===== config.mk =====
export PLATFORM = sky130hd
export DESIGN_NAME = axi4_lite_ctrl_arbiter_flat
export DESIGN_NICKNAME = d
export VERILOG_FILES = /design/src/rtl/axi4_lite_ctrl_arbiter_pkg.sv /design/src/rtl/axi4_lite_ctrl_arbiter_if.sv /design/src/rtl/axi4_lite_rr_arbiter.sv /design/src/rtl/axi4_lite_ctrl_arbiter.sv /design/src/flat_wrapper.sv
export SDC_FILE = /design/constraint.sdc
export NUM_CORES = 1
export LEC_CHECK = 0
export CAP_MARGIN = 25
export CORE_AREA = 5 5 231 233
export CTS_CLUSTER_DIAMETER = 100
export DETAILED_ROUTE_END_ITERATION = 6
export DIE_AREA = 0 0 236 238
export PLACE_DENSITY = 0.49
export SETUP_SLACK_MARGIN = 0.5
export SYNTH_ARGS = -nofsm -noshare
export SYNTH_HDL_FRONTEND = slang
export SYNTH_HIERARCHICAL = 1
export SYNTH_SLANG_ARGS = --single-unit

===== constraint.sdc =====
create_clock -name ACLK -period 3.83 [get_ports ACLK]
set_input_delay 1.149 -clock ACLK [delete_from_list [all_inputs] [get_ports ACLK]]
set_output_delay 1.149 -clock ACLK [all_outputs]
set_load 0.02 [all_outputs]

===== src/rtl/axi4_lite_ctrl_arbiter_pkg.sv =====
// rtl/axi4_lite_ctrl_arbiter_pkg.sv - channel FSM states and AXI response codes for the ctrl arbiter
package axi4_lite_arb_pkg;

    typedef enum logic [1:0] {
        ARB_IDLE  = 2'd0,
        ARB_ISSUE = 2'd1,
        ARB_WAIT  = 2'd2
    } arb_state_e;

    localparam logic [1:0] RESP_OKAY   = 2'b00;
    localparam logic [1:0] RESP_EXOKAY = 2'b01;
    localparam logic [1:0] RESP_SLVERR = 2'b10;
    localparam logic [1:0] RESP_DECERR = 2'b11;

endpackage


===== src/rtl/axi4_lite_ctrl_arbiter_if.sv =====
// rtl/axi4_lite_ctrl_arbiter_if.sv - requester-side and master-side bundles of the ctrl arbiter
interface axi4_lite_arb_req_if #(
    parameter int NUM_REQ       = 4,
    parameter int DATA_WIDTH    = 32,
    parameter int ADDRESS_WIDTH = 32
);
    logic [NUM_REQ-1:0]                 wr_req;
    logic [NUM_REQ*ADDRESS_WIDTH-1:0]   wr_addr;
    logic [NUM_REQ*DATA_WIDTH-1:0]      wr_data;
    logic [NUM_REQ*DATA_WIDTH/8-1:0]    wr_strb;
    logic [NUM_REQ-1:0]                 wr_gnt;
    logic [NUM_REQ-1:0]                 wr_done;
    logic [1:0]                         wr_bresp;
    logic [NUM_REQ-1:0]                 rd_req;
    logic [NUM_REQ*ADDRESS_WIDTH-1:0]   rd_addr;
    logic [NUM_REQ-1:0]                 rd_gnt;
    logic [NUM_REQ-1:0]                 rd_done;
    logic [DATA_WIDTH-1:0]              rd_data;
    logic [1:0]                         rd_rresp;

    modport master (
        output wr_req, wr_addr, wr_data, wr_strb, rd_req, rd_addr,
        input  wr_gnt, wr_done, wr_bresp, rd_gnt, rd_done, rd_data, rd_rresp
    );
    modport slave (
        input  wr_req, wr_addr, wr_data, wr_strb, rd_req, rd_addr,
        output wr_gnt, wr_done, wr_bresp, rd_gnt, rd_done, rd_data, rd_rresp
    );
endinterface

interface axi4_lite_arb_ctrl_if #(
    parameter int DATA_WIDTH    = 32,
    parameter int ADDRESS_WIDTH = 32
);
    logic [ADDRESS_WIDTH-1:0]   m_waddr;
    logic [DATA_WIDTH-1:0]      m_wdata;
    logic [DATA_WIDTH/8-1:0]    m_wstrb;
    logic [ADDRESS_WIDTH-1:0]   m_raddr;
    logic                       m_write_req;
    logic                       m_read_req;
    logic                       m_write_done;
    logic                       m_read_done;
    logic [1:0]                 m_bresp;
    logic [1:0]                 m_rresp;
    logic [DATA_WIDTH-1:0]      m_rdata;

    modport master (
        output m_waddr, m_wdata, m_wstrb, m_raddr, m_write_req, m_read_req,
        input  m_write_done, m_read_done, m_bresp, m_rresp, m_rdata
    );
    modport slave (
        input  m_waddr, m_wdata, m_wstrb, m_raddr, m_write_req, m_read_req,
        output m_write_done, m_read_done, m_bresp, m_rresp, m_rdata
    );
endinterface


===== src/rtl/axi4_lite_rr_arbiter.sv =====
// rtl/axi4_lite_rr_arbiter.sv - one-hot round-robin grant with owned pointer; ARB_FIXED_PRIO_EN selects fixed priority
module axi4_lite_rr_arbiter #(
    parameter int NUM_REQ = 4
) (
    input  logic                       clk,
    input  logic                       resetn,
    input  logic [NUM_REQ-1:0]         req,
    input  logic                       advance,
    output logic [NUM_REQ-1:0]         gnt,
    output logic [$clog2(NUM_REQ)-1:0] id
);
    localparam int ID_W = $clog2(NUM_REQ);

    logic [ID_W-1:0] lo_id;

    always_comb begin
        lo_id = '0;
        for (int i = NUM_REQ - 1; i >= 0; i--) begin
            if (req[i]) lo_id = ID_W'(i);
        end
    end

`ifdef ARB_FIXED_PRIO_EN
    logic unused_ctl;
    assign unused_ctl = ^{clk, resetn, advance};
    assign id = lo_id;
`else
    logic [ID_W-1:0] ptr;
    logic [ID_W-1:0] hi_id;
    logic            hi_hit;

    // Lowest request at or above the pointer wins; otherwise wrap to the lowest overall.
    always_comb begin
        hi_id  = '0;
        hi_hit = 1'b0;
        for (int i = NUM_REQ - 1; i >= 0; i--) begin
            if (req[i] && (ID_W'(i) >= ptr)) begin
                hi_id  = ID_W'(i);
                hi_hit = 1'b1;
            end
        end
    end

    assign id = hi_hit ? hi_id : lo_id;

    always_ff @(posedge clk) begin
        if (!resetn) begin
            ptr <= '0;
        end else if (advance) begin
            ptr <= (int'(id) == NUM_REQ - 1) ? '0 : id + ID_W'(1);
        end
    end
`endif

    assign gnt = (|req) ? (NUM_REQ'(1) << id) : '0;

endmodule


===== src/rtl/axi4_lite_ctrl_arbiter.sv =====
// rtl/axi4_lite_ctrl_arbiter.sv - shares the AXI4-Lite master ctrl port among requesters; ARB_FIXED_PRIO_EN via arbiter
module axi4_lite_ctrl_arbiter
    import axi4_lite_arb_pkg::*;
#(
    parameter int NUM_REQ        = 4,
    parameter int DATA_WIDTH     = 32,
    parameter int ADDRESS_WIDTH  = 32,
    parameter int STARTUP_CYCLES = 3
) (
    input  logic                 ACLK,
    input  logic                 ARESETn,
    axi4_lite_arb_req_if.slave   req_bus,
    axi4_lite_arb_ctrl_if.master ctrl_bus
);
    localparam int ID_W   = $clog2(NUM_REQ);
    localparam int STRB_W = DATA_WIDTH / 8;
    localparam int SU_W   = $clog2(STARTUP_CYCLES + 2);

    logic [SU_W-1:0] startup_cnt;
    logic            startup_done;

    always_ff @(posedge ACLK) begin
        if (!ARESETn) begin
            startup_cnt <= SU_W'(STARTUP_CYCLES);
        end else if (startup_cnt != '0) begin
            startup_cnt <= startup_cnt - SU_W'(1);
        end
    end

    assign startup_done = (startup_cnt == '0);

    arb_state_e             wr_state, wr_state_nxt, rd_state, rd_state_nxt;
    logic                   wr_open, rd_open, wr_issue, rd_issue;
    logic [NUM_REQ-1:0]     wr_gnt_i, rd_gnt_i;
    logic [ID_W-1:0]        wr_win, rd_win, wr_id, rd_id;
    logic [ADDRESS_WIDTH-1:0] wr_addr_sel, rd_addr_sel;
    logic [DATA_WIDTH-1:0]  wr_data_sel;
    logic [STRB_W-1:0]      wr_strb_sel;

    // Grants only exist in ARB_IDLE once the master has come out of reset.
    assign wr_open = (wr_state == ARB_IDLE) && startup_done;
    assign rd_open = (rd_state == ARB_IDLE) && startup_done;

    axi4_lite_rr_arbiter #(.NUM_REQ(NUM_REQ)) u_wr_arb (
        .clk     (ACLK),
        .resetn  (ARESETn),
        .req     (req_bus.wr_req & {NUM_REQ{wr_open}}),
        .advance (|wr_gnt_i),
        .gnt     (wr_gnt_i),
        .id      (wr_win)
    );

    axi4_lite_rr_arbiter #(.NUM_REQ(NUM_REQ)) u_rd_arb (
        .clk     (ACLK),
        .resetn  (ARESETn),
        .req     (req_bus.rd_req & {NUM_REQ{rd_open}}),
        .advance (|rd_gnt_i),
        .gnt     (rd_gnt_i),
        .id      (rd_win)
    );

    assign req_bus.wr_gnt       = wr_gnt_i;
    assign req_bus.rd_gnt       = rd_gnt_i;
    assign ctrl_bus.m_write_req = wr_issue;
    assign ctrl_bus.m_read_req  = rd_issue;

    always_comb begin
        wr_addr_sel = '0;
        wr_data_sel = '0;
        wr_strb_sel = '0;
        rd_addr_sel = '0;
        for (int i = 0; i < NUM_REQ; i++) begin
            if (wr_gnt_i[i]) begin
                wr_addr_sel = req_bus.wr_addr[i*ADDRESS_WIDTH +: ADDRESS_WIDTH];
                wr_data_sel = req_bus.wr_data[i*DATA_WIDTH +: DATA_WIDTH];
                wr_strb_sel = req_bus.wr_strb[i*STRB_W +: STRB_W];
            end
            if (rd_gnt_i[i]) begin
                rd_addr_sel = req_bus.rd_addr[i*ADDRESS_WIDTH +: ADDRESS_WIDTH];
            end
        end
    end

    always_ff @(posedge ACLK) begin
        if (!ARESETn) begin
            wr_state <= ARB_IDLE;
            rd_state <= ARB_IDLE;
        end else begin
            wr_state <= wr_state_nxt;
            rd_state <= rd_state_nxt;
        end
    end

    always_comb begin
        wr_state_nxt = wr_state;
        wr_issue     = 1'b0;
        case (wr_state)
            ARB_IDLE:  if (|wr_gnt_i) wr_state_nxt = ARB_ISSUE;
            ARB_ISSUE: begin
                wr_issue     = 1'b1;
                wr_state_nxt = ARB_WAIT;
            end
            ARB_WAIT:  if (ctrl_bus.m_write_done) wr_state_nxt = ARB_IDLE;
            default:   wr_state_nxt = ARB_IDLE;
        endcase
    end

    always_comb begin
        rd_state_nxt = rd_state;
        rd_issue     = 1'b0;
        case (rd_state)
            ARB_IDLE:  if (|rd_gnt_i) rd_state_nxt = ARB_ISSUE;
            ARB_ISSUE: begin
                rd_issue     = 1'b1;
                rd_state_nxt = ARB_WAIT;
            end
            ARB_WAIT:  if (ctrl_bus.m_read_done) rd_state_nxt = ARB_IDLE;
            default:   rd_state_nxt = ARB_IDLE;
        endcase
    end

    always_ff @(posedge ACLK) begin
        if (!ARESETn) begin
            wr_id            <= '0;
            ctrl_bus.m_waddr <= '0;
            ctrl_bus.m_wdata <= '0;
            ctrl_bus.m_wstrb <= '0;
            req_bus.wr_done  <= '0;
            req_bus.wr_bresp <= '0;
        end else begin
            req_bus.wr_done <= '0;
            if (|wr_gnt_i) begin
                wr_id            <= wr_win;
                ctrl_bus.m_waddr <= wr_addr_sel;
                ctrl_bus.m_wdata <= wr_data_sel;
                ctrl_bus.m_wstrb <= wr_strb_sel;
            end
            if ((wr_state == ARB_WAIT) && ctrl_bus.m_write_done) begin
                req_bus.wr_done  <= NUM_REQ'(1) << wr_id;
                req_bus.wr_bresp <= ctrl_bus.m_bresp;
            end
        end
    end

    always_ff @(posedge ACLK) begin
        if (!ARESETn) begin
            rd_id            <= '0;
            ctrl_bus.m_raddr <= '0;
            req_bus.rd_done  <= '0;
            req_bus.rd_data  <= '0;
            req_bus.rd_rresp <= '0;
        end else begin
            req_bus.rd_done <= '0;
            if (|rd_gnt_i) begin
                rd_id            <= rd_win;
                ctrl_bus.m_raddr <= rd_addr_sel;
            end
            if ((rd_state == ARB_WAIT) && ctrl_bus.m_read_done) begin
                req_bus.rd_done  <= NUM_REQ'(1) << rd_id;
                req_bus.rd_data  <= ctrl_bus.m_rdata;
                req_bus.rd_rresp <= ctrl_bus.m_rresp;
            end
        end
    end

endmodule


===== src/flat_wrapper.sv =====
// flat-port wrapper written by rule: the top's interface ports become plain ports
module axi4_lite_ctrl_arbiter_flat import axi4_lite_arb_pkg::*;
#(
    parameter int NUM_REQ        = 4,
    parameter int DATA_WIDTH     = 32,
    parameter int ADDRESS_WIDTH  = 32,
    parameter int STARTUP_CYCLES = 3
)
  (ACLK, ARESETn, req_bus_wr_req, req_bus_wr_addr, req_bus_wr_data, req_bus_wr_strb, req_bus_rd_req, req_bus_rd_addr, req_bus_wr_gnt, req_bus_wr_done, req_bus_wr_bresp, req_bus_rd_gnt, req_bus_rd_done, req_bus_rd_data, req_bus_rd_rresp, ctrl_bus_m_waddr, ctrl_bus_m_wdata, ctrl_bus_m_wstrb, ctrl_bus_m_raddr, ctrl_bus_m_write_req, ctrl_bus_m_read_req, ctrl_bus_m_write_done, ctrl_bus_m_read_done, ctrl_bus_m_bresp, ctrl_bus_m_rresp, ctrl_bus_m_rdata);
  axi4_lite_arb_req_if #(.NUM_REQ(NUM_REQ), .DATA_WIDTH(DATA_WIDTH), .ADDRESS_WIDTH(ADDRESS_WIDTH)) req_bus_i ();
  axi4_lite_arb_ctrl_if #(.DATA_WIDTH(DATA_WIDTH), .ADDRESS_WIDTH(ADDRESS_WIDTH)) ctrl_bus_i ();
  input  logic ACLK;
  input  logic ARESETn;
  input wire logic [$bits(req_bus_i.wr_req)-1:0] req_bus_wr_req;
  input wire logic [$bits(req_bus_i.wr_addr)-1:0] req_bus_wr_addr;
  input wire logic [$bits(req_bus_i.wr_data)-1:0] req_bus_wr_data;
  input wire logic [$bits(req_bus_i.wr_strb)-1:0] req_bus_wr_strb;
  input wire logic [$bits(req_bus_i.rd_req)-1:0] req_bus_rd_req;
  input wire logic [$bits(req_bus_i.rd_addr)-1:0] req_bus_rd_addr;
  output wire logic [$bits(req_bus_i.wr_gnt)-1:0] req_bus_wr_gnt;
  output wire logic [$bits(req_bus_i.wr_done)-1:0] req_bus_wr_done;
  output wire logic [$bits(req_bus_i.wr_bresp)-1:0] req_bus_wr_bresp;
  output wire logic [$bits(req_bus_i.rd_gnt)-1:0] req_bus_rd_gnt;
  output wire logic [$bits(req_bus_i.rd_done)-1:0] req_bus_rd_done;
  output wire logic [$bits(req_bus_i.rd_data)-1:0] req_bus_rd_data;
  output wire logic [$bits(req_bus_i.rd_rresp)-1:0] req_bus_rd_rresp;
  output wire logic [$bits(ctrl_bus_i.m_waddr)-1:0] ctrl_bus_m_waddr;
  output wire logic [$bits(ctrl_bus_i.m_wdata)-1:0] ctrl_bus_m_wdata;
  output wire logic [$bits(ctrl_bus_i.m_wstrb)-1:0] ctrl_bus_m_wstrb;
  output wire logic [$bits(ctrl_bus_i.m_raddr)-1:0] ctrl_bus_m_raddr;
  output wire logic [$bits(ctrl_bus_i.m_write_req)-1:0] ctrl_bus_m_write_req;
  output wire logic [$bits(ctrl_bus_i.m_read_req)-1:0] ctrl_bus_m_read_req;
  input wire logic [$bits(ctrl_bus_i.m_write_done)-1:0] ctrl_bus_m_write_done;
  input wire logic [$bits(ctrl_bus_i.m_read_done)-1:0] ctrl_bus_m_read_done;
  input wire logic [$bits(ctrl_bus_i.m_bresp)-1:0] ctrl_bus_m_bresp;
  input wire logic [$bits(ctrl_bus_i.m_rresp)-1:0] ctrl_bus_m_rresp;
  input wire logic [$bits(ctrl_bus_i.m_rdata)-1:0] ctrl_bus_m_rdata;
  assign req_bus_i.wr_req = req_bus_wr_req;
  assign req_bus_i.wr_addr = req_bus_wr_addr;
  assign req_bus_i.wr_data = req_bus_wr_data;
  assign req_bus_i.wr_strb = req_bus_wr_strb;
  assign req_bus_i.rd_req = req_bus_rd_req;
  assign req_bus_i.rd_addr = req_bus_rd_addr;
  assign req_bus_wr_gnt = req_bus_i.wr_gnt;
  assign req_bus_wr_done = req_bus_i.wr_done;
  assign req_bus_wr_bresp = req_bus_i.wr_bresp;
  assign req_bus_rd_gnt = req_bus_i.rd_gnt;
  assign req_bus_rd_done = req_bus_i.rd_done;
  assign req_bus_rd_data = req_bus_i.rd_data;
  assign req_bus_rd_rresp = req_bus_i.rd_rresp;
  assign ctrl_bus_m_waddr = ctrl_bus_i.m_waddr;
  assign ctrl_bus_m_wdata = ctrl_bus_i.m_wdata;
  assign ctrl_bus_m_wstrb = ctrl_bus_i.m_wstrb;
  assign ctrl_bus_m_raddr = ctrl_bus_i.m_raddr;
  assign ctrl_bus_m_write_req = ctrl_bus_i.m_write_req;
  assign ctrl_bus_m_read_req = ctrl_bus_i.m_read_req;
  assign ctrl_bus_i.m_write_done = ctrl_bus_m_write_done;
  assign ctrl_bus_i.m_read_done = ctrl_bus_m_read_done;
  assign ctrl_bus_i.m_bresp = ctrl_bus_m_bresp;
  assign ctrl_bus_i.m_rresp = ctrl_bus_m_rresp;
  assign ctrl_bus_i.m_rdata = ctrl_bus_m_rdata;
  axi4_lite_ctrl_arbiter #(.NUM_REQ(NUM_REQ), .DATA_WIDTH(DATA_WIDTH), .ADDRESS_WIDTH(ADDRESS_WIDTH), .STARTUP_CYCLES(STARTUP_CYCLES)) u_core (.ACLK(ACLK), .ARESETn(ARESETn), .req_bus(req_bus_i), .ctrl_bus(ctrl_bus_i));
endmodule

# Word level (Yosys, flattened, before mapping)
# Index checks and enable logic that the tools add are counted.
totals:
  reg_bits: 159
  word_cells: 121
op_classes:
  add_sub_neg: 3
  magnitude_cmp: 8
  n_eq_ne: 10
  shifts: 4
  n_mux: 54
  n_bitwise: 2
  n_reduce_logical: 24
op_table:
  columns: ["op", "n"]
  rows:
  - ["32-bit two-way mux", 12]
  - ["2-bit two-way mux", 24]
  - ["4-bit two-way mux", 6]
  - ["4-bit OR reduction", 4]
  - ["1-bit by 2-bit left shift with 4-bit output, first input constant", 4]
  - ["1-bit logical AND", 12]
  - ["2-bit case mux with 3 select lines", 2]
  - ["1-bit two-way mux", 10]
  - ["4-bit bitwise AND", 2]
  - ["2-bit by 1-bit == test with 1-bit output, second input constant", 4]
  - ["1-bit by 2-bit >= comparator with 1-bit output, first input constant", 4]
  - ["2-bit >= comparator, first input constant", 4]
  - ["2-bit != test, second input constant", 4]
  - ["2-bit AND reduction", 4]
  - ["2-bit by 1-bit adder with 2-bit output, second input constant", 2]
  - ["2-bit == test, second input constant", 2]
  - ["2-bit logical NOT", 2]
  - ["3-bit logical NOT", 1]
  - ["3-bit nonzero test", 1]
  - ["3-bit by 1-bit subtractor with 3-bit output, second input constant", 1]

# Depth between registers and ports, before layout
depth:
  depth_word: 15
  mapped_depth: 17
  ltp_nobuf: 14

# Hierarchy
# Netlist, hierarchy kept.
modules_own_cells:
  columns: ["module", "instances", "cells_per_inst", "area_each_um2"]
  rows:
  - ["axi4_lite_ctrl_arbiter", 1, 1091, 8637.0]
  - ["axi4_lite_rr_arbiter", 2, 29, 269.0]

# Worst setup path after synthesis
# No wires, ideal clock.
synth_timing:
  kind: "input to output"
  start: "input port req_bus_rd_req[1]"
  end: "output port req_bus_rd_gnt[2]"
  arrival_time_ps: 2354
  required_time_ps: 2681
  slack_ps: 327
  stages: 6
  path_buffers: 0
  path_cell_list: "and2_1 a21o_1 a21boi_1 o21a_1 ha_1 nor2b_1"
synth_via:
  elab_chain_cells: 7
  word_cells_on_any_way: 12
synth_lines:
  columns: ["item", "line_no", "text"]
  rows:
  - ["start: declaration", "flat_wrapper.sv:18", "input wire logic [$bits(req_bus_i.rd_req)-1:0] req_bus_rd_req;"]
  - ["4-bit bitwise AND (*)", "axi4_lite_ctrl_arbiter.sv:56", ".req (req_bus.rd_req & {NUM_REQ{rd_open}}),"]
  - ["1-bit logical AND", "axi4_lite_rr_arbiter.sv:37", "if (req[i] && (ID_W'(i) >= ptr)) begin"]
  - ["2-bit two-way mux / 1-bit two-way mux (equally long branches) (2 in a row)", "axi4_lite_rr_arbiter.sv:37", null]
  - ["2-bit two-way mux (*)", "axi4_lite_rr_arbiter.sv:44", "assign id = hi_hit ? hi_id : lo_id;"]
  - ["named net u_core.rd_win[1]", "axi4_lite_ctrl_arbiter.sv:35", "logic [ID_W-1:0] wr_win, rd_win, wr_id, rd_id;"]
  - ["1-bit by 2-bit left shift with 4-bit output (*)", "axi4_lite_rr_arbiter.sv:55", "assign gnt = (|req) ? (NUM_REQ'(1) << id) : '0;"]
  - ["4-bit two-way mux (*)", "axi4_lite_rr_arbiter.sv:55", null]
  - ["end: declaration", "flat_wrapper.sv:23", "output wire logic [$bits(req_bus_i.rd_gnt)-1:0] req_bus_rd_gnt;"]
# Mark *: on every way through the listed nets, which the timed path passes. The rest lies on a longest branch.

# Final worst setup path
layout_timing:
  start: "input port req_bus_wr_req[0]"
  end: "output port req_bus_wr_gnt[1]"
layout_via:
  elab_chain_cells: 6
  word_cells_on_any_way: 9
layout_lines:
  columns: ["item", "line_no", "text"]
  rows:
  - ["start: declaration", "flat_wrapper.sv:14", "input wire logic [$bits(req_bus_i.wr_req)-1:0] req_bus_wr_req;"]
  - ["4-bit bitwise AND (*)", "axi4_lite_ctrl_arbiter.sv:47", ".req (req_bus.wr_req & {NUM_REQ{wr_open}}),"]
  - ["1-bit logical AND", "axi4_lite_rr_arbiter.sv:37", null]
  - ["2-bit two-way mux / 1-bit two-way mux (equally long branches)", "axi4_lite_rr_arbiter.sv:37", null]
  - ["2-bit two-way mux (*)", "axi4_lite_rr_arbiter.sv:44", null]
  - ["named net u_core.wr_win[0]", "axi4_lite_ctrl_arbiter.sv:35", null]
  - ["1-bit by 2-bit left shift with 4-bit output (*)", "axi4_lite_rr_arbiter.sv:55", null]
  - ["4-bit two-way mux (*)", "axi4_lite_rr_arbiter.sv:55", null]
  - ["end: declaration", "flat_wrapper.sv:20", "output wire logic [$bits(req_bus_i.wr_gnt)-1:0] req_bus_wr_gnt;"]
# Marks and branches as above.

==> results_tabular.tex <==
\begin{tabular}{lr}
\hline
Metric & Value \\
\hline
\multicolumn{2}{l}{\textbf{Status}} \\
\quad Run status & complete, no violations \\
\multicolumn{2}{l}{\textbf{Pwr}} \\
\quad Leakage & 0.00616 µW \\
\quad Worst voltage drop across the vdd grid & 0.337 mV \\
\quad Share of total power in the clock network & 26.6\% \\
\quad Relative contribution of sequential cells to total power & 31.0\% \\
\quad Areal power density over the cells & 379 nW/µm² \\
\quad Internal power consumption & 4410 µW \\
\quad Power after layout & 6670 µW \\
\quad Part of the total power dissipated in combinational logic & 42.4\% \\
\quad Switching Fraction & 34.0\% \\
\quad Psw & about 2300 µW \\
\multicolumn{2}{l}{\textbf{Die}} \\
\quad Height of the die & 238 µm \\
\quad Io pins & 602 \\
\quad Die Span X & 236 µm \\
\quad CORE AREA & a little over 50000 µm² \\
\quad Die ar. & 56200 µm² \\
\quad Initial standard-cell utilization of the core & about 18\% \\
\quad Core Rows & 83 \\
\multicolumn{2}{l}{\textbf{CTS}} \\
\quad CTS tree & yes \\
\quad Root Buffer & sky130\_fd\_sc\_hd\_\_clkbuf\_16 \\
\quad Clock Latency Late Sink & between 400 and 500 ps \\
\quad Clock transition at the registers of the reported paths & around 70 ps \\
\quad Maximum level of the CTS H-tree & 4 \\
\quad Cts hold-fix bufs & 0 \\
\quad Number of clock buffers inserted by TritonCTS & 17 \\
\quad Maximum root-to-sink buffer count & 2 \\
\quad \# clock sinks & around 160 \\
\multicolumn{2}{l}{\textbf{Critical path}} \\
\quad Critical path peak fanout & 4 \\
\quad Highest-delay cell along the critical path & sky130\_fd\_sc\_hd\_\_o211a\_1 \\
\quad Longest individual stage delay on the worst path & 240 ps \\
\quad Startpoint types & input port \\
\quad Data required time at the worst endpoint & $\sim$2700 ps \\
\quad Critical path data arrival time & 2560 ps \\
\quad Crit path cell chain & clkdlybuf4s15\_1 > and2\_4 > nor2b\_2 > o21ai\_2 > o211a\_1 > ha\_2 > nor2b\_4 > buf\_6 \\
\quad Crit Path Class & input port to primary output \\
\quad Kind of capture point of the worst setup path & primary output \\
\multicolumn{2}{l}{\textbf{Finish}} \\
\quad Commonest non-fill, non-tap cells in the layout & 584 x sky130\_fd\_sc\_hd\_\_clkdlybuf4s50\_1, 157 x sky130\_fd\_sc\_hd\_\_dfxtp\_1, 129 x sky130\_fd\_sc\_hd\_\_a21oi\_1 \\
\quad Cell area after layout & 17600 µm² \\
\quad Area growth from synthesis to layout & 92.0\% \\
\quad End-of-flow core utilization & between 30\% and 40\% \\
\quad Layout fillers & 5318 \\
\quad Leading cell type in the layout, fill and taps excluded & sky130\_fd\_sc\_hd\_\_clkdlybuf4s50\_1 \\
\quad Share of final-layout standard cells stronger than drive strength 1 & between 10\% and 20\% \\
\quad Total number of nets in the final design & 2209 \\
\multicolumn{2}{l}{\textbf{Drt}} \\
\quad Number of vias in the routed layout & 11069 \\
\quad Vias per cell & 4.52 \\
\quad Average wire length per cell after detail routing & 21.1 µm \\
\quad Count of TritonRoute iterations in the first routing pass & 5 \\
\quad Drt drc & 0 \\
\quad Detailed-route wire length & around 52000 µm \\
\quad Iter 0 DRT Violations & 603 \\
\quad Remaining number of nets flagged by the antenna check after routing & 0 \\
\multicolumn{2}{l}{\textbf{Yosys}} \\
\quad Synthesis-stage register bit count & 159 \\
\quad Syn\_area\_per\_cell & 7.99 µm² \\
\quad Post-Synthesis Cell Area & $\sim$9200 µm² \\
\quad Syn Inst Count & 1149 \\
\quad Net count after synthesis & 1607 \\
\quad Portion of the post-synthesis area used by sequential elements & a little over a third \\
\quad Distinct cell type count after synthesis & 49 \\
\quad Yosys warns & 6 \\
\multicolumn{2}{l}{\textbf{Global routing}} \\
\quad Global routing usage summed across all routing layers & 16.7\% \\
\quad Overflow after GRT & 0 \\
\quad Largest net degree at the start of global routing & 73 \\
\quad Vias in the first global route & 11080 \\
\quad Global-route wire length before repair & 72100 µm \\
\quad Antenna violations before repair & 3 \\
\multicolumn{2}{l}{\textbf{Timing}} \\
\quad Shortest period the worst path allows & 3710 ps \\
\quad Worst hold slack across all endpoints & 452 ps \\
\quad Clock tree skew after final layout & 11.9 ps \\
\quad Final setup violation count & 0 \\
\quad Fin crit share & 96.8\% \\
\quad Measured slew at the worst slew-check pin & 595 ps \\
\quad Unrepaired setup endpoints after global routing & true \\
\quad Max Slew Vio Count & 0 \\
\quad Hold Fails Final Rpt & 0 \\
\quad Max-Slew Margin vs Limit & 60.3\% \\
\quad Max Fclk & $\sim$270 MHz \\
\multicolumn{2}{l}{\textbf{Placed design}} \\
\quad Count of buffers from port buffering & 601 \\
\quad Final GP Congestion & 0.904 \\
\quad Area post-placement & 16200 µm² \\
\quad HPWL after detailed placement & 37100 µm \\
\multicolumn{2}{l}{\textbf{Hold path}} \\
\quad Class of the tightest hold or removal check & flop to flop \\
\multicolumn{2}{l}{\textbf{Job}} \\
\quad Number of max-capacitance violations reported & 0 \\
\hline
\end{tabular}
flip-flops by register name (all words and copies together), names as in the netlist, 3 cells and up:
register / count
u_core/req_bus.rd_data: 32
u_core/ctrl_bus.m_raddr: 32
u_core/startup_cnt: 3
u_core/ctrl_bus.m_waddr: 32
u_core/ctrl_bus.m_wstrb: 4
u_core/req_bus.rd_done: 4
u_core/req_bus.wr_done: 4
u_core/ctrl_bus.m_wdata: 32
logic make-up after synthesis:
logic type	synth area share [%]
XOR/XNOR	0.0955
flip-flops	34.7
AND/OR/NAND/NOR	20.7
adder cells (fa/ha/maj)	1.36
AO/OA/AOI/OAI	30.0
multiplexers	6.45
buffers and inverters	6.71
routing by layer:
layer	wire, µm	track usage (%)
met1	20600	20.1
met2	25800	28.4
met4	1370	5.51
met3	3860	5.46
met5	0	0
power by group through the flow:
stage	Combinational (µW)	Sequential [µW]	Clock, µW
floorplan	945	2340	0
global placement	2500	2080	0
detailed placement	2500	2090	0
CTS	2620	2060	1870
global route	3020	2100	1910
finish	2830	2070	1770
cell type report:
type	count	area, µm²	share of cell area [%]
Antenna cell	3	7.51	0.0426
Tap cell	680	851	4.83
Clock buffer	19	453	2.57
Timing Repair Buffer	692	7180	40.8
Sequential cell	159	3190	18.1
Multi-Input combinational cell	844	5670	32.2
Inverter	37	139	0.788
Clock inverter	13	129	0.732
per-stage QoR:
stage,std cells,setup TNS (ps),setup WS [ps]
3_5_place_dp,2373,-42830,-632
3_3_place_gp,2373,-38820,-606
6_report,2447,0,123
4_1_cts,2418,0,76.2
2_1_floorplan,1149,0,460
5_1_grt,2446,0,40.7
timing repair:
item                                    in CTS  in global routing
endpoints found under the setup margin     118                104
cloned                                       2                 13
pin swaps                                   24                 19
gates resized for setup                    112                 41
buffers inserted                            11                 13
critical path: cells and delay by family:
kind / cells / cell delay (ps)
adder cells (fa/ha/maj): 1 / 180
buffers and inverters: 2 / 300
AND/OR/NAND/NOR: 3 / 500
AO/OA/AOI/OAI: 2 / 420
worst paths after layout:
check / startpoint / to / slack, ps / cells after the start
hold reg to reg: u_core/req_bus.rd_data[15] / u_core/req_bus.rd_data[15] / 450 / 2
hold / removal: u_core/req_bus.rd_data[15] / u_core/req_bus.rd_data[15] / 450 / 2
setup / recovery: req_bus_wr_req[0] / req_bus_wr_gnt[1] / 120 / 8
setup reg to reg: u_core/startup_cnt[1] / u_core/ctrl_bus.m_raddr[28] / 590 / 17
cells in the mapped netlist, drive strengths merged:
master	number	area share [%]
nor4	3	0.41
clkbuf	75	3.1
a221o	31	3.4
buf	35	2.1
nand2b	51	3.5
a21oi	129	7.0
nor4b	1	0.095
nand3	24	1.3
o31a	19	1.8
mux2	49	6.0
nor2b	44	3.2
nor3	5	0.27
o22ai	1	0.068
o31ai	19	1.6
nand3b	33	2.7
and3b	2	0.19
a21o	2	0.16
or3	1	0.068
o21ai	89	4.9
nand2	127	5.2
o211ai	51	4.2
ha	10	1.4
and3	1	0.068
nor3b	23	1.9
nand4b	1	0.095
nor2	24	0.98
and2	9	0.61
or4	1	0.082
a2111oi	1	0.095
o211a	2	0.22
o21bai	4	0.41
o21a	7	0.60
a21boi	40	3.3
nor4bb	1	0.11
inv	37	1.5
a31oi	33	2.3
mux2i	4	0.44
xnor2	1	0.095
dfxtp	159	35
Note: power is estimated with default switching activity, not from simulation.
